## config.mk

```make
export PLATFORM = sky130hd
export DESIGN_NAME = coin_vend_fsm_flat
export DESIGN_NICKNAME = d
export VERILOG_FILES = /design/src/rtl/coin_vend_if.sv /design/src/rtl/coin_vend_fsm.sv /design/src/flat_wrapper.sv
export SDC_FILE = /design/constraint.sdc
export NUM_CORES = 1
export LEC_CHECK = 0
export BUFFER_PORTS_ARGS = -buffer_cell sky130_fd_sc_hd__buf_2
export CAP_MARGIN = 20
export CORE_ASPECT_RATIO = 0.9
export CORE_MARGIN = 2
export CORE_UTILIZATION = 55
export DETAILED_ROUTE_END_ITERATION = 8
export PLACE_DENSITY = 0.79
export SYNTH_ARGS = -nofsm -noshare
export SYNTH_HDL_FRONTEND = slang
export SYNTH_SLANG_ARGS = --single-unit
```

## constraint.sdc

```tcl
create_clock -name clock -period 3.5 [get_ports clock]
set_input_delay 0 -clock clock [delete_from_list [all_inputs] [get_ports clock]]
set_output_delay 0 -clock clock [all_outputs]
set_load 0.01 [all_outputs]
```

## src/rtl/coin_vend_if.sv

```systemverilog
// Coin-sensor / vend-control bus: the sensor side drives coin and cancel,
// and the vending FSM drives credit, drop, refund and status.
interface coin_vend_if #(
    parameter int unsigned CREDIT_W = 4,
    parameter int unsigned COUNT_W  = 16
);
    logic [1:0]          CoinValue;
    logic                cancel;
    logic [CREDIT_W-1:0] credit;
    logic                drop;
    logic [CREDIT_W-1:0] change;
    logic                change_valid;
    logic [COUNT_W-1:0]  items_sold;
    logic                busy;

    modport master (
        output CoinValue, cancel,
        input  credit, drop, change, change_valid, items_sold, busy
    );

    modport slave (
        input  CoinValue, cancel,
        output credit, drop, change, change_valid, items_sold, busy
    );
endinterface

```

## src/rtl/coin_vend_fsm.sv

```systemverilog
// Vending control FSM: credits each coin once on release, dispenses as many
// items as the credit covers, refunds on cancel and counts items sold.
module coin_vend_fsm #(
    parameter int unsigned PRICE       = 4,
    parameter int unsigned VAL_C       = 1,
    parameter int unsigned VAL_T       = 3,
    parameter int unsigned VAL_P       = 5,
    parameter int unsigned CREDIT_W    = 4,
    parameter int unsigned DROP_CYCLES = 1,
    parameter int unsigned COUNT_W     = 16
) (
    input  logic        clock,
    input  logic        reset,
    coin_vend_if.slave  bus
);
    localparam int unsigned MAX_TV = (VAL_T > VAL_C) ? VAL_T : VAL_C;
    localparam int unsigned MAX_V  = (VAL_P > MAX_TV) ? VAL_P : MAX_TV;
    localparam int unsigned CW1    = CREDIT_W + 1;
    localparam int unsigned DW     = (DROP_CYCLES > 1) ? $clog2(DROP_CYCLES) : 1;
    localparam logic [CREDIT_W-1:0] PRICE_C   = CREDIT_W'(PRICE);
    localparam logic [DW-1:0]       DROP_LOAD = DW'(DROP_CYCLES - 1);

    if ((2 ** CREDIT_W) <= (PRICE - 1 + MAX_V)) begin : g_bad_credit_w
        $error("coin_vend_fsm: CREDIT_W too narrow for PRICE and coin values");
    end
    if (PRICE < 1 || DROP_CYCLES < 1) begin : g_bad_params
        $error("coin_vend_fsm: PRICE and DROP_CYCLES must be at least 1");
    end

    typedef enum logic [2:0] {S_IDLE, S_HELD, S_VEND, S_GAP, S_REFUND} state_e;

    state_e              state_q, state_d;
    logic [1:0]          code_q, code_d;
    logic [CREDIT_W-1:0] credit_q, credit_d;
    logic [CREDIT_W-1:0] change_q, change_d;
    logic [DW-1:0]       cnt_q, cnt_d;
    logic [COUNT_W-1:0]  sold_q, sold_d;
    logic [CREDIT_W:0]   sum;

    function automatic logic [CREDIT_W:0] coin_val(input logic [1:0] code);
        case (code)
            2'b01:   coin_val = CW1'(VAL_C);
            2'b10:   coin_val = CW1'(VAL_T);
            2'b11:   coin_val = CW1'(VAL_P);
            default: coin_val = '0;
        endcase
    endfunction

    always_ff @(posedge clock) begin
        if (reset) begin
            state_q  <= S_IDLE;
            code_q   <= '0;
            credit_q <= '0;
            change_q <= '0;
            cnt_q    <= '0;
            sold_q   <= '0;
        end else begin
            state_q  <= state_d;
            code_q   <= code_d;
            credit_q <= credit_d;
            change_q <= change_d;
            cnt_q    <= cnt_d;
            sold_q   <= sold_d;
        end
    end

    always_comb begin
        state_d  = state_q;
        code_d   = code_q;
        credit_d = credit_q;
        change_d = change_q;
        cnt_d    = cnt_q;
        sold_d   = sold_q;
        sum      = {1'b0, credit_q} + coin_val(code_q);
        case (state_q)
            S_IDLE: begin
                if (bus.CoinValue != 2'b00) begin
                    code_d  = bus.CoinValue;
                    state_d = S_HELD;
                end else if (bus.cancel && credit_q != '0) begin
                    change_d = credit_q;
                    credit_d = '0;
                    state_d  = S_REFUND;
                end
            end
            S_HELD: begin
                // Any change of code is a release; a new nonzero code is
                // picked up by IDLE on the following cycle.
                if (bus.CoinValue != code_q) begin
                    if (sum >= {1'b0, PRICE_C}) begin
                        credit_d = CREDIT_W'(sum - {1'b0, PRICE_C});
                        cnt_d    = DROP_LOAD;
                        state_d  = S_VEND;
                        if (sold_q != '1) sold_d = sold_q + 1'b1;
                    end else begin
                        credit_d = CREDIT_W'(sum);
                        state_d  = S_IDLE;
                    end
                end
            end
            S_VEND: begin
                if (cnt_q != '0) begin
                    cnt_d = cnt_q - 1'b1;
                end else if (credit_q >= PRICE_C) begin
                    credit_d = credit_q - PRICE_C;
                    state_d  = S_GAP;
                end else if (bus.CoinValue != 2'b00) begin
                    code_d  = bus.CoinValue;
                    state_d = S_HELD;
                end else begin
                    state_d = S_IDLE;
                end
            end
            S_GAP: begin
                cnt_d   = DROP_LOAD;
                state_d = S_VEND;
                if (sold_q != '1) sold_d = sold_q + 1'b1;
            end
            S_REFUND: state_d = S_IDLE;
            default:  state_d = S_IDLE;
        endcase
    end

    always_comb begin
        bus.credit       = credit_q;
        bus.drop         = (state_q == S_VEND);
        bus.change       = change_q;
        bus.change_valid = (state_q == S_REFUND);
        bus.items_sold   = sold_q;
        bus.busy         = (state_q != S_IDLE);
    end
endmodule

```

## src/flat_wrapper.sv

```systemverilog
// flat-port wrapper written by rule: the top's interface ports become plain ports
module coin_vend_fsm_flat 
#(
    parameter int unsigned PRICE       = 4,
    parameter int unsigned VAL_C       = 1,
    parameter int unsigned VAL_T       = 3,
    parameter int unsigned VAL_P       = 5,
    parameter int unsigned CREDIT_W    = 4,
    parameter int unsigned DROP_CYCLES = 1,
    parameter int unsigned COUNT_W     = 16
)
  (clock, reset, bus_CoinValue, bus_cancel, bus_credit, bus_drop, bus_change, bus_change_valid, bus_items_sold, bus_busy);
  coin_vend_if #(.CREDIT_W(CREDIT_W), .COUNT_W(COUNT_W)) bus_i ();
  input  logic clock;
  input  logic reset;
  input wire logic [$bits(bus_i.CoinValue)-1:0] bus_CoinValue;
  input wire logic [$bits(bus_i.cancel)-1:0] bus_cancel;
  output wire logic [$bits(bus_i.credit)-1:0] bus_credit;
  output wire logic [$bits(bus_i.drop)-1:0] bus_drop;
  output wire logic [$bits(bus_i.change)-1:0] bus_change;
  output wire logic [$bits(bus_i.change_valid)-1:0] bus_change_valid;
  output wire logic [$bits(bus_i.items_sold)-1:0] bus_items_sold;
  output wire logic [$bits(bus_i.busy)-1:0] bus_busy;
  assign bus_i.CoinValue = bus_CoinValue;
  assign bus_i.cancel = bus_cancel;
  assign bus_credit = bus_i.credit;
  assign bus_drop = bus_i.drop;
  assign bus_change = bus_i.change;
  assign bus_change_valid = bus_i.change_valid;
  assign bus_items_sold = bus_i.items_sold;
  assign bus_busy = bus_i.busy;
  coin_vend_fsm #(.PRICE(PRICE), .VAL_C(VAL_C), .VAL_T(VAL_T), .VAL_P(VAL_P), .CREDIT_W(CREDIT_W), .DROP_CYCLES(DROP_CYCLES), .COUNT_W(COUNT_W)) u_core (.clock(clock), .reset(reset), .bus(bus_i));
endmodule
```

### Word level (Yosys, flattened, before mapping)

Cells that the tools add are included.

| storage, ports and cells | value |
|---|---|
| register bits | 30 |
| input port bits | 5 |
| logic and storage cells | 74 |
| output and inout port bits | 27 |

| cells by class | value |
|---|---|
| equal/unequal tests | 17 |
| muxes and demuxes | 28 |
| add/subtract/negate cells | 5 |
| bitwise logic cells | 1 |
| $lt $le $gt $ge | 2 |
| reduce and logical (&&, ||, !) cells | 15 |

Operators by type and width:

| operator | number |
|---|---|
| 16-bit two-way mux | 3 |
| 16-bit case mux with 2 select lines | 1 |
| 4-bit two-way mux | 6 |
| 16-bit by 1-bit adder with 16-bit output (second input constant) | 1 |
| 16-bit inequality test (second input constant) | 1 |
| 3-bit two-way mux | 5 |
| 3-bit AND reduction | 5 |
| 3-bit case mux with 4 select lines | 1 |
| 4-bit case mux with 3 select lines | 1 |
| 3-bit case mux with 3 select lines | 1 |
| 3-bit nonzero test | 3 |
| 2-bit two-way mux | 4 |
| 2-bit by 1-bit inequality test with 1-bit output (second input constant) | 4 |
| 4-bit by 3-bit subtractor with 4-bit output (second input constant) | 2 |
| 3-bit by 2-bit equality test with 1-bit output (second input constant) | 2 |
| 2-bit inequality test (second input constant) | 3 |
| 6-bit AND reduction | 1 |
| 2-bit nonzero test | 3 |
| 4-bit by 3-bit adder with 5-bit output | 1 |
| 5-bit by 3-bit greater-or-equal comparator with 1-bit output (second input constant) | 1 |
| 2-bit equality test (second input constant) | 2 |
| 4-bit by 3-bit greater-or-equal comparator with 1-bit output (second input constant) | 1 |
| 1-bit two-way mux | 4 |
| 2-bit case mux with 2 select lines | 1 |
| other kinds (11) | 11 |

### Logic depth before layout (Yosys ltp)

Gate-level depths: netlist (run 1).

| logic depth | value |
|---|---|
| word-level depth | 7 |
| gate-level depth with buffers | 10 |
| mapped depth without buffers | 9 |

### Worst setup path after synthesis (run 1)

Ideal clock, no wire load.

| timing path | value |
|---|---|
| path type | register to register |
| from | register u_core.code_q[1] |
| to | register u_core.sold_q[5] (netlist: u_core.bus.items_sold[5]) |
| required time | 3.379 ns |
| library setup time | 0.121 ns |
| stages on the path, launching flop included | 11 |
| arrival | 2.326 ns |
| period minus slack after synthesis | 2.447 ns |
| path slack | 1.053 ns |
| buffers on the path | 1 |
| cells stage by stage | dfxtp_1 or2_2 ha_1 inv_1 fa_1 xor2_1 o2111ai_2 nand3_2 buf_6 nor4_1 mux2_2 |

| between the ends | value |
|---|---|
| cells in the longest elaborated chain, start to end | 6 |
| elaborated cells on any way between the ends | 10 |
| those cells by class | add/sub (1); order compare (1); eq/ne (6); mux (1); reduce/logical (1) |

RTL lines:

| what | line | RTL |
|---|---|---|
| from (decl) | coin_vend_fsm.sv:33 | `logic [1:0] code_q, code_d;` |
| from (signal assigned) | coin_vend_fsm.sv:59 | `code_q <= code_d;` |
| 2-bit equality test or 2-bit by 1-bit equality test with 1-bit output (tied branches) | coin_vend_fsm.sv:41 | `case (code)` |
| 3-bit case mux with 3 select lines | coin_vend_fsm.sv:41 |  |
| 4-bit by 3-bit adder with 5-bit output | coin_vend_fsm.sv:74 | `sum = {1'b0, credit_q} + coin_val(code_q);` |
| 5-bit by 3-bit greater-or-equal comparator with 1-bit output | coin_vend_fsm.sv:90 | `if (sum >= {1'b0, PRICE_C}) begin` |
| 2-bit by 1-bit inequality test with 1-bit output (no line) | n/a |  |
| 3-bit AND reduction (no line) (*) | n/a |  |
| to (signal assigned) | coin_vend_fsm.sv:63 | `sold_q <= sold_d;` |
| to (decl) | coin_vend_fsm.sv:37 | `logic [COUNT_W-1:0] sold_q, sold_d;` |

Mark *: on every way between the ends. The rest lies on a longest branch, timed or not.
A chain may end at the register's enable or synchronous reset.

### Final worst setup path (run 1)

| timing path | value |
|---|---|
| from | register u_core.code_q[0] |
| to | register u_core.sold_q[7] (netlist: u_core.bus.items_sold[7]) |

The elaborated chain is that of the path after synthesis.

==> flow_summary.yaml, run 1 <==
outcome:
  outcome: "completed"
setup_path:
  startpoint: "u_core.code_q[0]"
  crit_type: "flop to flop"
  endpoint_kind: "flop"
  required_ns: 3.72
  r2r_slack_ns: 0.64
  regToRegStartpoint: "u_core.code_q[0]"
  cp_cell_sequence: "or2_2, ha_1, inv_1, fa_1, xor2_1, o2111ai_2, nand3_2, nor4_1, mux2_2"
  critical_path.max_stage_delay_ns: 0.46
  crit_arrival_ns: 3.07
  cpMaxStageDelayCell: "fa_1"
  path_max_fanout: 22
  start_kind: "flop"
floorplanning:
  start_util_pct: 57.20
  num_rows: 19
  die_y_um: 57.37
  dieArea_um2: 3631
  io_pins: 32
  fp.coreArea_um2: 3043
  die_width_um: 63.30
global_routing:
  grt_max_degree: 34
  antenna_found_initial: 0
  grt-ovfl-total: 0
  grt_pass1_vias: 1426
  grt_first_pass_wirelength_mm: 6.479
  grtUsageTotal_pct: 22.39
hold_path:
  hold_path.class: "input port to flop"
  min-delay-start: "bus_CoinValue[1]"
routing:
  viasPerCell: 5.840
  first_pass_iters: 4
  routed-via-count: 1676
  drc_errors: 0
  antenna_left: 0
  wirelength_mm: 3.879
  initialDrtViolationCount: 96
  wire_per_inst_um: 13.52
sta:
  setup_violations: 0
  fin_tns_setup_ns: 0
  final.period_utilization_pct: 81.66
  hold_viol: 0
  slew_headroom_pct: 56.44
  post-route-min-period_ns: 2.858
  finClkSkew_ns: 0.01132
  fmax_mhz: 349.9
  slew_violations: 0
  max_slew.worst_pin.slew_ns: 0.6520
  rsz0062_at_grt: "false"
yosys:
  netlist_area_um2: 1740
  synth_most_common_cell: "dfxtp_1"
  syn_area_per_cell_um2: 8.057
  async_flop_share_pct: 0
  synth_nets: 228
  ys_seq_area_share_pct: 33.36
  ys_top_cells_by_count: "dfxtp_1 (29), a21oi_1 (24), nor2_1 (22)"
  ys_top_cells_by_area: "dfxtp_1 (33%), a21oi_1 (6.9%), nor2_1 (4.7%)"
  synth_warnings: 0
  synthFlopType: "dfxtp_1"
  synth_edf_count: 0
  synth_cells: 216
  synth.largest_area_cell: "dfxtp_1"
  yosysTopAreaCellShare_pct: 33.36
  synth_seq_cells: 29
  synth.distinct_cells: 52
flow_run:
  drv_cap: 0
placed_design:
  io_buffers: 31
  hpwl_mm: 2.746
  finalWeightedCongestion: 0.8696
power_and_ir_drop:
  power_density_nw_per_um2: 387.6
  power.leakage_uw: 0.0008205
  vdd_drop_max_uv: 414.3
layout:
  diodes: 0
  seqCellArea_um2: 580.6
  syn_to_final_growth_pct: 13.44
  multiInputGateArea_um2: 1057
  num-fill-cells: 285
  drive_gt1_share_pct: 22.04
  fin_nets: 256
  postLayoutCoreUtil_pct: 64.88
cts:
  cts.reportedPaths.clkPinSlew_ns: 0.10
  cts_max_level: 2
  cts_root_buf: "clkbuf_4"
  cts_setup_buffers: 0
  cts_max_path_buffers: 2
  cts_tree: "done"
  worstSkewPairLatency_ns: 0.32
  cts_sinks: 29
  cts_buffers: 5
[cell families after synthesis]
group	synth area share (%)
fa+ha+maj	5.464
xor+xnor	1.510
mux	3.163
simple gates	30.63
compound gates	19.99
flops	33.36
buf+inv	5.895
[layout by cell type, fill, tap and decap left out, types with 5 or more instances in the layout]
| cell | count |
|---|---|
| buf_2 | 31 |
| dfxtp_1 | 29 |
| a21oi_1 | 24 |
| nor2_1 | 22 |
| nand2_1 | 19 |
| nand3_1 | 12 |
| inv_1 | 10 |
| o31ai_1 | 9 |
| or4_1 | 9 |
| ha_1 | 6 |
| nor2b_1 | 5 |
| clkbuf_4 | 5 |
[routing by layer]
layer / wire, µm / GRT usage, %
met1: 1944 / 31.93
met2: 1646 / 33.13
met3: 267 / 6.706
met4: 21 / 6.211
met5: 0 / 0
[critical path: cells and delay by family (launching register included)]
family / cells / cell delay (ns)
multiplexers: 1 / 0.37
AO/OA/AOI/OAI: 1 / 0.13
adder cells (fa/ha/maj): 2 / 0.66
AND/OR/NAND/NOR: 3 / 0.89
buffers and inverters: 1 / 0.07
flip-flops: 1 / 0.40
XOR/XNOR: 1 / 0.23
[worst paths after layout]
check / to / cells past startpoint
worst max register to register: u_core.bus.items_sold[7] / 9
worst min-delay path: u_core.code_q[1] / 3
worst min register to register: u_core.bus.change[1] / 2
worst max-delay path: u_core.bus.items_sold[7] / 9
[final cells by class]
cell class                      instances  share of cell area [%]
Clock buffer                            7                   3.295
Clock inverter                          1                  0.2535
Inverter                               11                   2.091
Multi-Input combinational cell        164                   53.55
Sequential cell                        29                   29.40
Tap cell                               42                   2.662
Timing Repair Buffer                   33                   8.745
[flip-flops by register name, summed over array words and instances, names as in the netlist]
| signal | count |
|---|---|
| u_core.bus.credit | 4 |
| u_core.bus.items_sold | 16 |
| u_core.code_q | 2 |
| u_core.state_q | 3 |
| u_core.bus.change | 4 |
[report_power, final]
part | internal, µW | leakage [µW] | switching [µW]
sequential | 342 | 0.000235 | 20.9
clock | 116 | 0.0000413 | 114
combinational | 65.6 | 0.000544 | 106
total | 524 | 0.000821 | 241
[repair_timing]
item / CTS / global route
gates resized for setup: 0 / 0
hold endpoints to repair: 1 / 0
hold buffers: 1 / 0
[metrics by stage]
stage               area (µm²)  power, µW  worst slack [ns]  hold WS (ns)  cells
global route              1974      810.8            0.4639       0.02784    287
floorplan                 1740      497.9             1.053        0.1475    216
CTS                       1974      771.1            0.6570      0.001112    287
detailed placement        1894      537.2            0.6541        0.3220    278
global placement          1894      535.4            0.7957        0.3117    278
finish                    1974      765.2            0.6417       0.02660    287
(Power assumes the default switching activity.)
==> run 2, diff against run 1 <==
CORE_UTILIZATION = 50   (was 55)
PLACE_DENSITY = 0.76   (was 0.79)
clock period = 2.59 ns   (was 3.5 ns; I/O delays follow)
==> flow_summary.yaml, run 2 (synthesis results as in run 1) <==
routing:
  viasPerCell: 5.865
  initialDrtViolationCount: 89
  antenna_left: 0
  wl_met1_mm: 2.023
  drc_errors: 0
  wl_met2_mm: 1.922
  wire_per_inst_um: 14.44
  routed-via-count: 1742
  first_pass_iters: 5
  maxUsedRoutingLayer: "met4"
  met3_wirelength_um: 277
  wirelength_mm: 4.288
cts:
  cts_buffers: 5
  cts_setup_buffers: 0
  cts_tree: "done"
  cts.reportedPaths.clkPinSlew_ns: 0.06
  hold_buffers: 0
  cts_sinks: 29
  cts_max_level: 2
  cts_root_buf: "clkbuf_8"
  worstSkewPairLatency_ns: 0.29
  cts_max_path_buffers: 2
power_and_ir_drop:
  vdd_drop_max_uv: 385.7
  power_density_nw_per_um2: 546.6
  power.leakage_uw: 0.0008686
placed_design:
  hpwl_mm: 3.102
  finalWeightedCongestion: 0.9008
  io_buffers: 31
  dp_cells: 290
layout:
  multiInputGateArea_um2: 1084
  fin_nets: 265
  seqCellArea_um2: 580.6
  num-fill-cells: 314
  drive_gt1_share_pct: 25.69
  layout_common_cells: "buf_2 (31), dfxtp_1 (29), a21oi_1 (24)"
  final_common_cell: "buf_2"
  diodes: 0
  largest_reg_flops: 16
  final_cells: 297
  syn_to_final_growth_pct: 19.77
setup_path:
  r2r_slack_ns: 0.1
  path_max_fanout: 20
  endpoint_kind: "flop"
  required_ns: 2.76
  start_kind: "flop"
  crit_arrival_ns: 2.67
  crit_type: "flop to flop"
floorplanning:
  die_y_um: 59.97
  dieArea_um2: 3969
  start_util_pct: 51.90
  num_rows: 20
  io_pins: 32
  die_width_um: 66.19
  fp.coreArea_um2: 3353
global_routing:
  grtUsageTotal_pct: 22.56
  grt_pass1_vias: 1439
  grt_first_pass_wirelength_mm: 6.782
  grt-ovfl-total: 0
  grt_max_degree: 34
  antenna_found_initial: 0
sta:
  max_slew.worst_pin.slew_ns: 0.5953
  rsz0062_at_grt: "true"
  slew_headroom_pct: 60.31
  post-route-min-period_ns: 2.494
  finClkSkew_ns: 0.006020
  final.period_utilization_pct: 96.28
  hold_viol: 0
  hold_slack_ns: 0.01160
  setup_violations: 0
  slew_violations: 0
  fmax_mhz: 401.0
hold_path:
  hold_path.class: "input port to flop"
outcome:
  outcome: "completed"
flow_run:
  drv_cap: 0
[run 2: cell count changes in the layout (fill, tap and decap cells not counted)]
| cell | before | now |
|---|---|---|
| buf_4 | 1 | 11 |
| clkbuf_4 | 5 | 0 |
| clkbuf_8 | 2 | 6 |
| nor4_1 | 4 | 2 |
| nor4_2 | 0 | 2 |
| clkbuf_1 | 0 | 1 |
| clkinv_2 | 1 | 0 |
| dlygate4sd3_1 | 1 | 0 |
| nand3_2 | 1 | 0 |
| nand3_4 | 0 | 1 |
| nor4b_1 | 1 | 0 |
| nor4b_2 | 0 | 1 |
[run 2: through the flow]
| stage | cell area [µm²] | setup TNS (ns) | worst slack (ns) | power, µW | utilization, % |
|---|---|---|---|---|---|
| 6_report | 2085 | 0 | 0.09647 | 1139 | 62.16 |
| 5_1_grt | 2085 | -0.1641 | -0.04543 | 1189 | 62.16 |
| 4_1_cts | 2066 | 0 | 0.06955 | 1134 | 61.60 |
| 3_5_place_dp | 1972 | -0.04579 | -0.04579 | 751.3 | 58.81 |
| 3_3_place_gp | 1972 | 0 | 0.08430 | 743.7 | 58.81 |
| 2_1_floorplan | 1740 | 0 | 0.1429 | 672.8 | - |
[run 2: worst paths after layout]
| check | startpoint | endpoint | cells past startpoint |
|---|---|---|---|
| setup / recovery | u_core.code_q[0] | u_core.bus.items_sold[5] | 9 |
| hold / removal | bus_CoinValue[0] | u_core.code_q[0] | 3 |
| setup reg to reg | u_core.code_q[0] | u_core.bus.items_sold[5] | 9 |
| hold reg to reg | u_core.bus.change[2] | u_core.bus.change[2] | 2 |
[run 2: repair_timing]
action,CTS,global route
gates resized for setup,1,3
setup endpoints to repair,2,8
pin swaps,0,2
[run 2: report_power, final]
group	internal (µW)	switching [µW]
Clock	211	177
Sequential	463	23.6
Combinational	106	160
[run 2: per-layer routing]
| metal | vias up | global-route usage [%] |
|---|---|---|
| met5 | - | 0 |
| met4 | 0 | 8.746 |
| met3 | 8 | 5.838 |
| met2 | 54 | 31.43 |
| met1 | 816 | 32.99 |
| li1 | 864 | - |
[run 2: worst max-delay path, stage by stage (launching register included)]
cell	delay [ns]
dfxtp_1	0.34
or2_2	0.12
ha_1	0.15
inv_1	0.06
fa_1	0.41
xor2_1	0.21
o2111ai_2	0.14
nand3_4	0.25
nor4_2	0.35
mux2_2	0.36
[run 2: area by class of cell]
type	instances	area share, %
clock buffers	7	4.142
inverters	11	1.981
multi-input cells	164	51.98
flip-flops and latches	29	27.85
well taps	44	2.641
repair buffers	42	11.40
==> run 3, diff against run 2 <==
CORE_UTILIZATION = 34   (was 50)
PLACE_DENSITY = default   (was 0.76)
RECOVER_POWER = 25   (was default)
==> flow_summary.yaml, run 3 (synthesis results as in run 1) <==
routing:
  wirelength_mm: 4.384
  first_pass_iters: 4
  initialDrtViolationCount: 92
  antenna_left: 0
  drc_errors: 0
  routed-via-count: 1768
  viasPerCell: 5.542
  wire_per_inst_um: 13.74
floorplanning:
  io_pins: 32
  die_y_um: 71.88
  fp.coreArea_um2: 4895
  num_rows: 24
  start_util_pct: 35.56
  dieArea_um2: 5708
  die_width_um: 79.42
outcome:
  outcome: "completed"
layout:
  final_common_cell: "dfxtp_1"
  fin_nets: 265
  largest_reg_flops: 16
  drive_gt1_share_pct: 22.44
  syn_to_final_growth_pct: 20.70
  layout_common_cells: "dfxtp_1 (28), a21oi_1 (24), nor2_1 (22)"
  multiInputGateArea_um2: 1085
  num-fill-cells: 512
  seqCellArea_um2: 581.8
  final_cells: 319
  diodes: 0
power_and_ir_drop:
  power.leakage_uw: 0.0008104
  vdd_drop_max_uv: 210.9
  power_frac_comb_pct: 23.0
  power_density_nw_per_um2: 536.7
  clock_power_share_pct: 33.7
  p_switching_uw: 372.0
  seq_power_share_pct: 43.3
  p_int_uw: 755.5
  switching_share_pct: 32.99
placed_design:
  dp_cells: 311
  finalWeightedCongestion: 0.8875
  hpwl_mm: 3.131
  io_buffers: 31
cts:
  cts_max_level: 2
  cts_buffers: 5
  cts.reportedPaths.clkPinSlew_ns: 0.07
  cts_root_buf: "clkbuf_8"
  cts_tree: "done"
  cts_sinks: 29
  cts_setup_buffers: 0
  cts_max_path_buffers: 2
  worstSkewPairLatency_ns: 0.29
global_routing:
  antenna_found_initial: 0
  grt_pass1_vias: 1542
  grt_max_degree: 34
  grt_first_pass_wirelength_mm: 7.320
  grt-ovfl-total: 0
  grtUsageTotal_pct: 16.22
sta:
  final.period_utilization_pct: 92.90
  fmax_mhz: 415.6
  fin_tns_setup_ns: 0
  post-route-min-period_ns: 2.406
  hold_viol: 0
  slew_violations: 0
  max_slew.worst_pin.slew_ns: 0.6148
  setup_violations: 0
  rsz0062_at_grt: "false"
  finClkSkew_ns: 0.009253
  slew_headroom_pct: 59.01
setup_path:
  required_ns: 2.80
  start_kind: "flop"
  path_max_fanout: 22
  crit_arrival_ns: 2.62
  crit_type: "flop to flop"
  endpoint_kind: "flop"
hold_path:
  hold_path.class: "input port to flop"
flow_run:
  drv_cap: 0
==> run 3: changes by cell type in the layout (fill, tap and decap cells not counted), sizes merged <==
cell,before,now
clkinvlp,0,1
buf,42,29
clkinv,0,2
clkbuf,7,18
==> run 3: critical path, cell delays in order (launching register included) <==
cell and delay, ns:
dfxtp_1 0.33, or2_2 0.11, ha_2 0.19, inv_1 0.06, fa_1 0.41, xor2_1 0.20, o2111ai_2 0.11, nand3_2 0.09
buf_6 0.18, or4_1 0.51, a21oi_1 0.16
==> run 3: layer usage <==
metal  routed length [µm]  vias up  GRT usage (%)  share of wire [%]
met5                    0        -              0                  0
met4                   89        0          6.897                2.0
met3                  287       10          3.778                6.5
met2                 1903       52          23.35                 43
met1                 2103      826          23.17                 48
li1                     -      880              -                  -
==> run 3: worst paths after layout <==
path / slack, ns / from / to / cells after the start
worst max-delay path: 0.18 / u_core.code_q[1] / u_core.bus.items_sold[10] / 10
worst min-delay path: 0.04 / bus_CoinValue[0] / u_core.code_q[0] / 3
worst max register to register: 0.18 / u_core.code_q[1] / u_core.bus.items_sold[10] / 10
worst min register to register: 0.48 / u_core.bus.change[1] / u_core.bus.change[1] / 2
==> run 3: cell type report <==
class | count | share of cell area [%]
sequential | 29 | 27.70
inverter | 11 | 1.965
clock inverter | 3 | 0.8338
clock buffer | 5 | 3.276
tap | 65 | 3.871
multi-input combinational | 164 | 51.64
timing repair buffer | 42 | 10.72
==> run 3: repair_timing <==
| item | 4_1_cts | 5_1_grt |
|---|---|---|
| hold endpoints to repair | 0 | 0 |
| hold buffers | 0 | 0 |
| gates resized for setup | 0 | 7 |
| setup endpoints to repair | 0 | 8 |
==> run 3: power groups by stage <==
stage	combinational, µW	sequential (µW)	clock, µW
5_1_grt	291	491	405
4_1_cts	256	487	388
6_report	260	488	380
3_5_place_dp	254	498	0
3_3_place_gp	254	498	0
2_1_floorplan	179	493	0
==> run 3: metrics by stage <==
step | hold slack [ns] | setup slack [ns] | cell area (µm²) | power (µW) | utilization, %
global route | 0.04222 | 0.02256 | 2101 | 1187 | 42.92
CTS | 0.03370 | 0.1204 | 2085 | 1131 | 42.59
finish | 0.03790 | 0.1838 | 2101 | 1127 | 42.92
floorplan | 0.1475 | 0.1429 | 1740 | 672.8 | -
detailed placement | 0.3222 | 0.1247 | 1998 | 751.8 | 40.82
global placement | 0.3218 | 0.1848 | 1998 | 751.6 | 40.82
